## config.mk

```make
export PLATFORM = sky130hd
export DESIGN_NAME = jellyvl_stream_pipeline
export DESIGN_NICKNAME = d
export VERILOG_FILES = /design/src/rtl/jellyvl_stream_pipeline.sv
export SDC_FILE = /design/constraint.sdc
export NUM_CORES = 1
export LEC_CHECK = 0
export CORE_ASPECT_RATIO = 1.5
export CORE_MARGIN = 2
export CORE_UTILIZATION = 58
export CTS_BUF_LIST = sky130_fd_sc_hd__clkbuf_4
export CTS_CLUSTER_DIAMETER = 120
export DETAILED_ROUTE_END_ITERATION = 6
export GPL_TIMING_DRIVEN = 0
export PLACE_DENSITY_LB_ADDON = 0.15
export SYNTH_ARGS = -nofsm -noshare
export SYNTH_HDL_FRONTEND = slang
export SYNTH_SLANG_ARGS = --single-unit
```

## constraint.sdc

```tcl
create_clock -name clk -period 4.6 [get_ports clk]
set_input_delay 1.15 -clock clk [delete_from_list [all_inputs] [get_ports clk]]
set_output_delay 1.15 -clock clk [all_outputs]
set_load 0.02 [all_outputs]
```

## src/rtl/jellyvl_stream_pipeline.sv

```systemverilog
// Multi-stage valid/ready register pipeline with bubble collapse and optional skid entry.
// Define JELLYVL_STREAM_PIPELINE_FLUSH_EN to add a synchronous flush input.
module jellyvl_stream_pipeline #(
  parameter int                   DATA_BITS = 8,
  parameter int                   STAGES    = 2,
  parameter int                   SKID      = 1,
  parameter logic [DATA_BITS-1:0] INIT_DATA = '0
) (
  input  logic                          reset,
  input  logic                          clk,
  input  logic                          cke,
  input  logic [DATA_BITS-1:0]          s_data,
  input  logic                          s_valid,
  output logic                          s_ready,
  output logic [DATA_BITS-1:0]          m_data,
  output logic                          m_valid,
  input  logic                          m_ready,
  output logic [$clog2(STAGES+2)-1:0]   count
`ifdef JELLYVL_STREAM_PIPELINE_FLUSH_EN
  ,
  input  logic                          flush
`endif
);

  localparam int CW = $clog2(STAGES + 2);

  logic flush_i;
`ifdef JELLYVL_STREAM_PIPELINE_FLUSH_EN
  assign flush_i = flush;
`else
  assign flush_i = 1'b0;
`endif

  logic [STAGES-1:0]    stg_valid;
  logic [STAGES-1:0]    stg_load;
  logic [DATA_BITS-1:0] stg_data [STAGES];
  logic                 rdy0;
  logic                 skid_valid;
  logic [DATA_BITS-1:0] skid_data;
  logic                 s_fire;
  logic                 m_fire;
  logic                 in_valid;
  logic [DATA_BITS-1:0] in_data;

  // Ready ripples from the output back; a stage loads if it is empty or its
  // downstream neighbour can take its contents this cycle.
  always_comb begin
    logic rdy;
    rdy      = m_ready;
    stg_load = '0;
    for (int k = STAGES - 1; k >= 0; k--) begin
      rdy         = ~stg_valid[k] | rdy;
      stg_load[k] = rdy;
    end
    rdy0 = rdy;
  end

  assign m_valid  = stg_valid[STAGES-1];
  assign m_data   = stg_data[STAGES-1];
  assign m_fire   = m_valid & m_ready & cke;
  assign s_fire   = s_valid & s_ready & cke;
  assign in_valid = skid_valid | (s_valid & s_ready);
  assign in_data  = skid_valid ? skid_data : s_data;

  always_ff @(posedge clk or posedge reset) begin
    if (reset) begin
      stg_valid <= '0;
      for (int k = 0; k < STAGES; k++) begin
        stg_data[k] <= INIT_DATA;
      end
    end else if (cke) begin
      if (flush_i) begin
        stg_valid <= '0;
      end else begin
        if (stg_load[0]) begin
          stg_valid[0] <= in_valid;
          if (in_valid) begin
            stg_data[0] <= in_data;
          end
        end
        for (int k = 1; k < STAGES; k++) begin
          if (stg_load[k]) begin
            stg_valid[k] <= stg_valid[k-1];
            if (stg_valid[k-1]) begin
              stg_data[k] <= stg_data[k-1];
            end
          end
        end
      end
    end
  end

  generate
    if (SKID != 0) begin : g_skid
      logic s_ready_q;

      // The skid entry catches the beat accepted while stage 0 was blocked;
      // ready is re-armed from the next-state of the skid entry.
      always_ff @(posedge clk or posedge reset) begin
        if (reset) begin
          skid_valid <= 1'b0;
          skid_data  <= INIT_DATA;
          s_ready_q  <= 1'b0;
        end else if (cke) begin
          if (flush_i) begin
            skid_valid <= 1'b0;
            s_ready_q  <= 1'b1;
          end else if (skid_valid) begin
            if (rdy0) begin
              skid_valid <= 1'b0;
            end
            s_ready_q <= rdy0;
          end else if (s_valid && s_ready_q && !rdy0) begin
            skid_valid <= 1'b1;
            skid_data  <= s_data;
            s_ready_q  <= 1'b0;
          end else begin
            s_ready_q <= 1'b1;
          end
        end
      end

      assign s_ready = s_ready_q & ~flush_i;
    end else begin : g_noskid
      assign skid_valid = 1'b0;
      assign skid_data  = INIT_DATA;
      assign s_ready    = ~reset & rdy0 & ~flush_i;
    end
  endgenerate

  always_ff @(posedge clk or posedge reset) begin
    if (reset) begin
      count <= '0;
    end else if (cke) begin
      if (flush_i) begin
        count <= '0;
      end else begin
        count <= count + CW'(s_fire) - CW'(m_fire);
      end
    end
  end

endmodule

```

**After elaboration in Yosys (flattened, before gate mapping)**

Index checks and enable logic that the tools add are counted.
Widths: inputs -> output; s select.

- Register bits after elaboration: 30
- Logic and storage cells: 34
- Output and inout port bits: 12

- Mux-type cells: 6
- Bitwise operators: 10
- Reductions and logical operators: 8
- Add/sub/neg operators: 2

Operators by type and width:

| cell | count |
|---|---|
| $reduce_and 3->1 | 3 |
| $mux 8 | 1 |
| $mux 1 | 5 |
| $and 1x1->1 | 4 |
| $reduce_and 2->1 | 2 |
| $not 1->1 | 3 |
| $or 1x1->1 | 3 |
| $add 2x1->2 | 1 |
| $logic_and 1x1->1 | 2 |
| $sub 2x1->2 | 1 |
| $logic_not 1->1 | 1 |

**Logic depth before layout (Yosys ltp)**

Gate-level depths: netlist (run 1).

- Word-level depth: 7
- Gate-level depth with buffers: 9
- Depth with buffers taken out: 8

**Least setup slack after synthesis (run 1)**

OpenSTA, ideal clock, no wires.

- Path type: input to register
- Start: input cke
- End: register count[1]
- Required time: 4.472 ns
- Path slack: 2.127 ns
- Data arrival time: 2.344 ns
- Stages: 9
- Path through: buf_1 > nand2_1 > nor2_1 > ha_1 > inv_1 > ha_1 > xor2_1 > nand2_1 > xnor2_1

- Word-level cells in the longest chain between the ends: 3
- Elaborated cells on any way between the ends: 4
- Those cells by class: add/sub: 2; bitwise: 2

RTL lines:

| item | RTL line | RTL |
|---|---|---|
| from (decl) | 11 | `input logic cke,` |
| $and 1x1->1 | 61 | `assign s_fire = s_valid & s_ready & cke;` |
| $add 2x1->2 | 138 | `count <= count + CW'(s_fire) - CW'(m_fire);` |
| $sub 2x1->2 | 138 |  |
| to (signal assigned) | 138 |  |
| to (decl) | 18 | `output logic [$clog2(STAGES+2)-1:0] count` |

Several ways; a longest one is shown, not always the timed one.
A chain may end at the register's enable or synchronous reset.

**Worst setup path after layout (run 1)**

Ends and elaborated chain as after synthesis.

==> results of run 1 <==
## power by group through the flow
stage	registers (mW)	clock network (mW)	logic, mW
final	0.435	0.153	0.407
after global routing	0.449	0.166	0.437
after CTS	0.436	0.156	0.414
after detailed placement	0.442	0	0.411
after global placement	0.431	0	0.399
after floorplan	0.436	0	0.268
## final cells by class
cell class	count	area, sq um	share of cell area, %
tap	23	28.8	1.67
multi-input combinational	57	562	32.5
clock buffer	5	37.5	2.17
buffer	11	80.1	4.64
inverter	3	11.3	0.652
timing repair buffer	24	240	13.9
clock inverter	3	16.3	0.942
sequential	30	751	43.5
## cell families after synthesis
family / after synthesis / synth area share [%]
multiplexers: 33 / 28.6
flip-flops: 30 / 53.5
buffers and inverters: 14 / 6.51
AND/OR/NAND/NOR: 14 / 5.44
AO/OA/AOI/OAI: 6 / 2.94
XOR/XNOR: 2 / 1.25
adder cells (fa/ha/maj): 2 / 1.78
## per-stage QoR
step	setup WS (ns)	std cells	instance area [sq um]
final	1.72	156	1730
after global routing	1.56	156	1730
after CTS	1.73	156	1730
after detailed placement	1.43	148	1670
after global placement	1.46	148	1670
after floorplan	2.13	101	1400
## layer usage
metal / GRT usage [%] / wire, um
met1: 23.3 / 993
met2: 37.1 / 1330
met3: 6.78 / 114
met4: 9.09 / 53
met5: 0 / 0
## flip-flops by register name, summed over array words and instances, names as in the netlist
register and count:
m_data 8, stg_valid 2, stg_data 8, skid_valid 1, s_ready 1, count 2
skid_data 8
## Yosys cell counts
| cell type | count | area (sq um) |
|---|---|---|
| a21o_1 | 1 | 7.51 |
| a21oi_1 | 1 | 5.00 |
| a22o_1 | 1 | 8.76 |
| a31oi_1 | 1 | 6.26 |
| a41oi_1 | 1 | 8.76 |
| buf_1 | 1 | 3.75 |
| buf_2 | 1 | 5.00 |
| buf_4 | 8 | 60.1 |
| buf_6 | 1 | 11.3 |
| dfrtp_1 | 30 | 751 |
| ha_1 | 2 | 25.0 |
| inv_1 | 3 | 11.3 |
| mux2_2 | 25 | 282 |
| mux2_4 | 8 | 120 |
| nand2_1 | 5 | 18.8 |
| nand2b_1 | 1 | 6.26 |
| nand3_1 | 1 | 5.00 |
| nand3_2 | 1 | 10.0 |
| nand3b_1 | 1 | 7.51 |
| nor2_1 | 3 | 11.3 |
| nor2b_1 | 1 | 6.26 |
| o21ai_0 | 1 | 5.00 |
| or4_4 | 1 | 11.3 |
| xnor2_1 | 1 | 8.76 |
| xor2_1 | 1 | 8.76 |
## path summary, 6_finish.rpt
| check | start | slack, ns | end | cells after the start |
|---|---|---|---|---|
| min reg2reg | count[1]$_DFFE_PP0P_ | 0.50 | count[1]$_DFFE_PP0P_ | 1 |
| min | count[1]$_DFFE_PP0P_ | 0.50 | count[1]$_DFFE_PP0P_ | 1 |
| max in group asynchronous | reset | 2.57 | stg_data[8]$_DFFE_PP0P_ | 2 |
| max | cke | 1.72 | count[1]$_DFFE_PP0P_ | 10 |
| max reg2reg | stg_valid[1]$_DFFE_PP0P_ | 2.88 | m_data[1]$_DFFE_PP0P_ | 3 |
| min in group asynchronous | reset | 1.38 | stg_data[10]$_DFFE_PP0P_ | 2 |
==> impl_results.md, run 1 <==
* Crit-path leading delay family: buffers and inverters
* Share of cells above drive strength 1 at 39.1%
* Final wirelength at 2490 um
* Clock Power Share at 15.4%
* Fraction of power consumed by sequential logic at 43.7%
* Vias in the first global route at 963
* Worst Path Buf+Inv at 3
* First-pass GRT wire length at 4310 um
* Status: finished clean
* Worst-Margin Slew at 1.09 ns
* Power consumption at 0.994 mW
* Final worst-path cycle share at 62.6%
* Die area at 2840 sq um
* Post-Syn Instances at 101
* Sequential-to-total area share from yosys stat at 53.5%
* Final hold vios at 0
* GRT Resource Usage Total at 21.5%
* NetSw at 0.308 mW
* Core area at 2260 sq um
* Setup Crit Path Kind: in2reg
* # port buffers at 24
* Final setup vio count at 0
* Post-route ant nets at 0
* DR WL/cell at 15.9 um
* GPL Wtd Cong at 0.732
* Io pins at 25
* Syn nets at 116
* Clock Path Buffers at 2
* Final #Nets at 147
* Post-route setup TNS at 0 ns
* CTS sink count at 30
* Antenna cells at 0
* Flops & latches, synth at 30
* Switching part of the total power at 31.0%
* Die X at 44.2 um
* DRC violations left at 0
* Library cells used by synthesis at 25
* CP cell instances: clkdlybuf4s50_1 > buf_1 > nand2_1 > nor2_1 > ha_1 > inv_1 > ha_1 > xor2_1 > nand2_1 > xnor2_1
* Initial Utilization at 62.1%
* Fmax achieved at 0.348 GHz
* Initial antenna violation count at 0
* Most frequent cells in the layout: dfrtp_1, mux2_2, clkdlybuf4s50_1, mux2_4, buf_4
* CTS Buf Count at 5
* Chip height at 64.3 um
* Total grt overflow at 0
* Fin crit period at 2.88 ns
* Hold_buf cts at 0
* YS warnings at 0
* Clk pin slew, worst setup/hold paths at 0.09 ns
* Startpoint types: primary input
* Commonest non-fill, non-tap cell in the layout: dfrtp_1
* Post-CTS Setup Repair Bufs at 0
* Rel. slew slack at 27.3%
* Vias per inst at 5.57
* Hold Crit Class: reg2reg
* Insertion delay to the later sink of the worst-skew pair at 0.34 ns
* Post-cts sizing count at 0
* Syn Area/Cell at 13.9 sq um
* Fillers at 153
* Clock root buffer: clkbuf_4
* Power per Cell Area at 576 nW/um^2
* CTS tree: built
* Pleak at 0.808 nW
* Cell area after synthesis at 1400 sq um
* Peak per-stage delay on the critical path at 0.52 ns
* H-tree depth at 2
* CP max stage cell: clkdlybuf4s50_1
* Hold_ws at 0.498 ns
* Pin count of the biggest net entering global routing at 31
* RSZ-0062 raised after global routing: false
* Combinational share of power at 40.9%
* Critical path fanouts, max at 10
* # Max-Cap Violations at 0
* Starting DRT DRC Count at 18
* Number of core rows at 21
* CP required at 4.82 ns
* Hpwl dp at 1730 um
* Int Pwr at 0.686 mW
* Peak VDD IR at 0.000392 V
* P&R area growth vs syn at 23.0%
* Layout Skew at 0.0102 ns
* Arr. time, crit path at 3.10 ns
* Worst setup EP type: flip-flop
* DR pass1 iterations at 4
* Slew Viols, Final at 0
* Util after Layout at 76.4%
* DR vias at 869
Power figures use the tool's default switching activity.
==> inputs of run 2 (changes only) <==
--- a/config.mk
+++ b/config.mk
@@ -7,7 +7,7 @@
 export LEC_CHECK = 0
 export CORE_ASPECT_RATIO = 1.5
 export CORE_MARGIN = 2
-export CORE_UTILIZATION = 58
+export CORE_UTILIZATION = 54
 export CTS_BUF_LIST = sky130_fd_sc_hd__clkbuf_4
 export CTS_CLUSTER_DIAMETER = 120
 export DETAILED_ROUTE_END_ITERATION = 6
==> constraint.sdc (replaced) <==
create_clock -name clk -period 2.7 [get_ports clk]
set_input_delay 0.675 -clock clk [delete_from_list [all_inputs] [get_ports clk]]
set_output_delay 0.675 -clock clk [all_outputs]
set_load 0.02 [all_outputs]
==> impl_results.md, run 2 (synthesis gave the netlist of run 1 again) <==
* Die area at 3030 sq um (+6.8%)
* Layout Skew at 0.00716 ns (-0.00309 ns)
* Post-route ant nets at 0 (unchanged)
* Reg2Reg Setup Slack at 0.96 ns (-1.92 ns)
* Register area at 751 sq um (unchanged)
* Hold_buf cts at 0 (unchanged)
* R2R Path Start: stg_valid[1]$_DFFE_PP0P_
* Hold path endpoint: count[1]$_DFFE_PP0P_
* Startpoint types: primary input
* DR pass1 iterations at 2 (-2)
* Hold_ws at 0.479 ns (-0.0191 ns)
* CTS tree: built
* Post-cts sizing count at 0 (unchanged)
* Post-route setup TNS at 0 ns (unchanged)
* Worst setup EP type: flip-flop
* Number of core rows at 22 (+4.8%)
* Finished Cell Area at 1720 sq um (-0.22%)
* Placed cell area at 1670 sq um (about the same)
* RSZ-0062 raised after global routing: false
* Power per Cell Area at 964 nW/um^2 (+67%)
* Initial Utilization at 57.3% (-4.8 points)
* Critical path fanouts, max at 10 (unchanged)
* Arr. time, crit path at 2.59 ns (-0.51 ns)
* DRC violations left at 0 (unchanged)
* Peak VDD IR at 0.000573 V (+46%)
* Core area at 2450 sq um (+8.4%)
* Worst-Margin Slew at 1.07 ns (-0.0190 ns)
* Commonest non-fill, non-tap cell in the layout: dfrtp_1
* Most frequent cells in the layout: dfrtp_1, mux2_2, clkdlybuf4s50_1, mux2_4, buf_4
* Vias in the first global route at 929 (-3.5%)
* Rel. slew slack at 28.5% (+1.3 points)
* WHS Path Cells at 1 (unchanged)
* First-pass GRT wire length at 3790 um (-12%)
* Clk pin slew, worst setup/hold paths at 0.08 ns (about the same)
* Io pins at 25 (unchanged)
* Insertion delay to the later sink of the worst-skew pair at 0.33 ns (about the same)
* Die X at 45.6 um (+3.3%)
* Power consumption at 1.66 mW (+67%)
* GRT Resource Usage Total at 18.5% (-3.0 points)
* Reg-to-reg endpoint: m_data[7]$_DFFE_PP0P_
* Final #Nets at 147 (unchanged)
* Vias per inst at 5.54 (-0.64%)
* Share of cells above drive strength 1 at 37.6% (-1.5 points)
* CTS sink count at 30 (unchanged)
* Fin crit period at 2.38 ns
* Fmax achieved at 0.421 GHz
* Non-filler cells, final at 157 (+0.64%)
* Pin count of the biggest net entering global routing at 31 (unchanged)
* Starting DRT DRC Count at 6 (-12)
* Total grt overflow at 0 (unchanged)
* Final worst-path cycle share at 88.0%
* Final setup vio count at 0 (unchanged)
* Status: finished clean
* Slew Viols, Final at 0 (unchanged)
* Reg2Reg Depth at 3 (unchanged)
* # port buffers at 24 (unchanged)
* Setup Crit Path Kind: in2reg
* Post-CTS Setup Repair Bufs at 0 (unchanged)
* DR vias at 869 (unchanged)
* Cell Count Post-Placement at 149 (+0.68%)
* H-tree depth at 2 (unchanged)
* Final hold vios at 0 (unchanged)
* Chip height at 66.4 um (+3.4%)
* CTS Buf Count at 5 (unchanged)
* DR WL/cell at 14.8 um (-7.1%)
* Fillers at 183 (+20%)
* Antenna cells at 0 (unchanged)
* Initial antenna violation count at 0 (unchanged)
* CP required at 2.91 ns (-1.91 ns)
* Combined area of the multi-input logic cells at 562 sq um (unchanged)
* P&R area growth vs syn at 22.7%
* Final wirelength at 2320 um (-6.5%)
* Pleak at 0.807 nW (-0.11%)
* Hold Crit Class: reg2reg
* Clock root buffer: clkbuf_4
* Hold_sp: count[1]$_DFFE_PP0P_
* Hpwl dp at 1680 um (-2.8%)
* Clock Path Buffers at 2 (unchanged)
* GPL Wtd Cong at 0.687 (-6.1%)
* # Max-Cap Violations at 0 (unchanged)
-- run 2: cell types whose count changed in the layout (fill, tap and decap cells not counted), sizes merged --
| cell | change |
|---|---|
| clkinv | +1 |
| clkinvlp | -1 |
-- run 2: critical path, cell delays in order --
cell and delay (ns):
clkdlybuf4s50_1 0.52, buf_1 0.33, nand2_1 0.13, nor2_1 0.13, ha_1 0.24, inv_1 0.06
ha_1 0.14, xor2_1 0.15, nand2_1 0.08, xnor2_1 0.15
-- run 2: routing by layer --
metal | vias to the layer above | wire length, um | GRT usage [%]
met5 | - | 0 | 0
li1 | 405 | - | -
met1 | 428 | 898 | 18.1
met4 | 0 | 88 | 11.8
met2 | 25 | 1220 | 31.2
met3 | 11 | 122 | 6.56
-- run 2: power breakdown --
| part | total [mW] | internal, mW | switching (mW) |
|---|---|---|---|
| clock network | 0.238 | 0.0924 | 0.145 |
| logic | 0.685 | 0.434 | 0.251 |
| registers | 0.738 | 0.637 | 0.101 |
| total | 1.66 | 1.16 | 0.497 |
-- run 2: layout make-up --
type / instances / share of cell area (%)
Sequential cell: 30 / 43.6
Multi-Input combinational cell: 57 / 32.6
Timing Repair Buffer: 24 / 13.9
Buffer: 11 / 4.65
Clock buffer: 5 / 2.18
Tap cell: 24 / 1.74
Clock inverter: 3 / 0.654
Inverter: 3 / 0.654
-- run 2: worst max path at each step --
stage / startpoint / end / slack, ns / depth (start not counted)
after global routing: cke / count[1]$_DFFE_PP0P_ / 0.15 / 10
after floorplan: cke / count[1]$_DFFE_PP0P_ / 0.70 / 9
final: cke / count[1]$_DFFE_PP0P_ / 0.32 / 10
after global placement: cke / count[1]$_DFFE_PP0P_ / 0.02 / 10
after CTS: cke / count[1]$_DFFE_PP0P_ / 0.35 / 10
after detailed placement: cke / count[1]$_DFFE_PP0P_ / 0.01 / 10
-- run 2: stage by stage --
step	utilization [%]	worst slack (ns)
after global routing	70.3	0.147
after CTS	70.3	0.349
after floorplan	-	0.702
final	70.3	0.324
after detailed placement	68.3	0.0102
after global placement	68.3	0.0169
==> inputs of run 3 (changes only) <==
--- a/config.mk
+++ b/config.mk
@@ -6,7 +6,6 @@
 export NUM_CORES = 1
 export LEC_CHECK = 0
 export CORE_ASPECT_RATIO = 1.5
-export CORE_MARGIN = 2
 export CORE_UTILIZATION = 54
 export CTS_BUF_LIST = sky130_fd_sc_hd__clkbuf_4
 export CTS_CLUSTER_DIAMETER = 120
==> constraint.sdc (replaced) <==
create_clock -name clk -period 2.3 [get_ports clk]
set_input_delay 0.575 -clock clk [delete_from_list [all_inputs] [get_ports clk]]
set_output_delay 0.575 -clock clk [all_outputs]
set_load 0.02 [all_outputs]
==> impl_results.md, run 3 (synthesis gave the netlist of run 1 again) <==
* WHS Path Cells at 1 (unchanged)
* Reg-to-reg endpoint: m_data[3]$_DFFE_PP0P_
* H-tree depth at 2 (unchanged)
* Rel. slew slack at 28.0% (-0.49 points)
* Setup Crit Path Kind: in2reg
* Worst setup EP type: flip-flop
* Reg2Reg Setup Slack at 0.57 ns (-0.39 ns)
* Hold Crit Class: reg2reg
* CP required at 2.50 ns (-0.41 ns)
* Layout Skew at 0.00516 ns (-0.00200 ns)
* Hold_ws at 0.476 ns (-0.00302 ns)
* Die area at 2810 sq um (-7.3%)
* CTS Buf Count at 5 (unchanged)
* DR WL/cell at 13.4 um (-9.5%)
* Hold path endpoint: count[1]$_DFFE_PP0P_
* Initial antenna violation count at 0 (unchanged)
* Final wirelength at 2100 um (-9.5%)
* Slew Viols, Final at 0 (unchanged)
* Reg2Reg Depth at 3 (unchanged)
* Antenna cells at 0 (unchanged)
* Pin count of the biggest net entering global routing at 31 (unchanged)
* Share of cells above drive strength 1 at 39.8% (+2.3 points)
* GRT Resource Usage Total at 18.2% (-0.24 points)
* Power per Cell Area at 1130 nW/um^2 (+17%)
* Hold_sp: count[1]$_DFFE_PP0P_
* Total grt overflow at 0 (unchanged)
* Status: complete, but fails checks
* Fmax achieved at 0.480 GHz
* Initial Utilization at 57.3% (unchanged)
* Starting DRT DRC Count at 13 (+7)
* Power consumption at 1.95 mW (+18%)
* Critical path fanouts, max at 10 (unchanged)
* Final worst-path cycle share at 90.6%
* Most frequent cells in the layout: dfrtp_1, mux2_2, clkdlybuf4s50_1, mux2_4, buf_4
* Commonest non-fill, non-tap cell in the layout: dfrtp_1
* Clk pin slew, worst setup/hold paths at 0.08 ns (about the same)
* Final hold vios at 0 (unchanged)
* Post-route ant nets at 0 (unchanged)
* Vias per inst at 5.18 (-6.3%)
* Chip height at 64.4 um (-3.0%)
* Hpwl dp at 1450 um (-14%)
* # port buffers at 24 (unchanged)
* Final #Nets at 147 (unchanged)
* Insertion delay to the later sink of the worst-skew pair at 0.31 ns (-0.02 ns)
* Clock root buffer: clkbuf_4
* CTS sink count at 30 (unchanged)
* Core area at 2450 sq um (unchanged)
* Final setup vio count at 0 (unchanged)
* Peak VDD IR at 0.000770 V (+34%)
* Fin crit period at 2.08 ns
* Failing checks: design-rule violations
* Number of core rows at 22 (unchanged)
* RSZ-0062 raised after global routing: false
* First-pass GRT wire length at 3660 um (-3.5%)
* R2R Path Start: stg_valid[1]$_DFFE_PP0P_
* GPL Wtd Cong at 0.701 (+2.0%)
* Io pins at 25 (unchanged)
* Arr. time, crit path at 2.29 ns (-0.30 ns)
* CTS tree: built
* # Max-Cap Violations at 0 (unchanged)
* DR vias at 814 (-6.3%)
* DRC violations left at 1 (+1)
* Vias in the first global route at 855 (-8.0%)
* DR pass1 iterations at 6 (+4)
* Pleak at 0.815 nW (+1.0%)
* Worst-Margin Slew at 1.08 ns (+0.00737 ns)
* P&R area growth vs syn at 23.2%
* Die X at 43.6 um (-4.4%)
* Clock Path Buffers at 2 (unchanged)
* Hold_buf cts at 0 (unchanged)
* Startpoint types: primary input
[run 3: changes by cell type in the layout (fill, tap and decap cells not counted), sizes merged]
cell    previous run  this run
clkinv             3         2
clkbuf             5         7
buf               11        10
[run 3: worst max-delay path by stage]
stage,endpoint,cells past startpoint,start
3_3_place_gp,count[1]$_DFFE_PP0P_,10,cke
2_1_floorplan,count[1]$_DFFE_PP0P_,9,cke
4_1_cts,count[1]$_DFFE_PP0P_,10,cke
3_5_place_dp,count[1]$_DFFE_PP0P_,10,cke
5_1_grt,count[1]$_DFFE_PP0P_,10,cke
6_report,count[1]$_DFFE_PP0P_,10,cke
[run 3: metrics by stage]
stage | std cells | utilization (%) | setup TNS, ns | worst slack (ns) | cell area, sq um
after floorplan | 101 | - | 0 | 0.402 | 1400
after CTS | 157 | 70.5 | 0 | 0.0594 | 1730
final | 157 | 70.6 | 0 | 0.216 | 1730
after global placement | 149 | 68.3 | -1.59 | -0.265 | 1670
after detailed placement | 149 | 68.3 | -1.97 | -0.278 | 1670
after global routing | 157 | 70.6 | 0 | 0.0139 | 1730
[run 3: where the power goes]
group          switching, mW  internal (mW)
registers              0.114          0.748
logic                  0.289          0.509
clock network          0.167          0.126
total                  0.570           1.38
[run 3: layout make-up]
type                            instances  area (sq um)
Sequential cell                        30           751
Fill cell                             185           721
Multi-Input combinational cell         57           562
Timing Repair Buffer                   24           240
Buffer                                 11          81.3
Clock buffer                            6          45.0
Tap cell                               24          30.0
Inverter                                3          11.3
Clock inverter                          2          8.76
[run 3: worst max-delay path, stage by stage]
cell             delay (ns)
clkdlybuf4s50_1        0.51
clkbuf_2               0.23
nand2_1                0.09
nor2_1                 0.10
ha_1                   0.23
inv_1                  0.05
ha_1                   0.14
xor2_1                 0.14
nand2_1                0.08
xnor2_1                0.13
[run 3: repair_timing]
action | CTS | global route
setup buffers | 0 | 0
endpoints found under the setup margin | 0 | 2
resized for setup | 0 | 1
[run 3: layer usage]
metal	vias up	track usage, %	wire length, um
met1	387	20.5	960
met4	0	11.7	48
li1	405	-	-
met5	-	0	0
met2	17	30.0	1020
met3	5	4.18	77
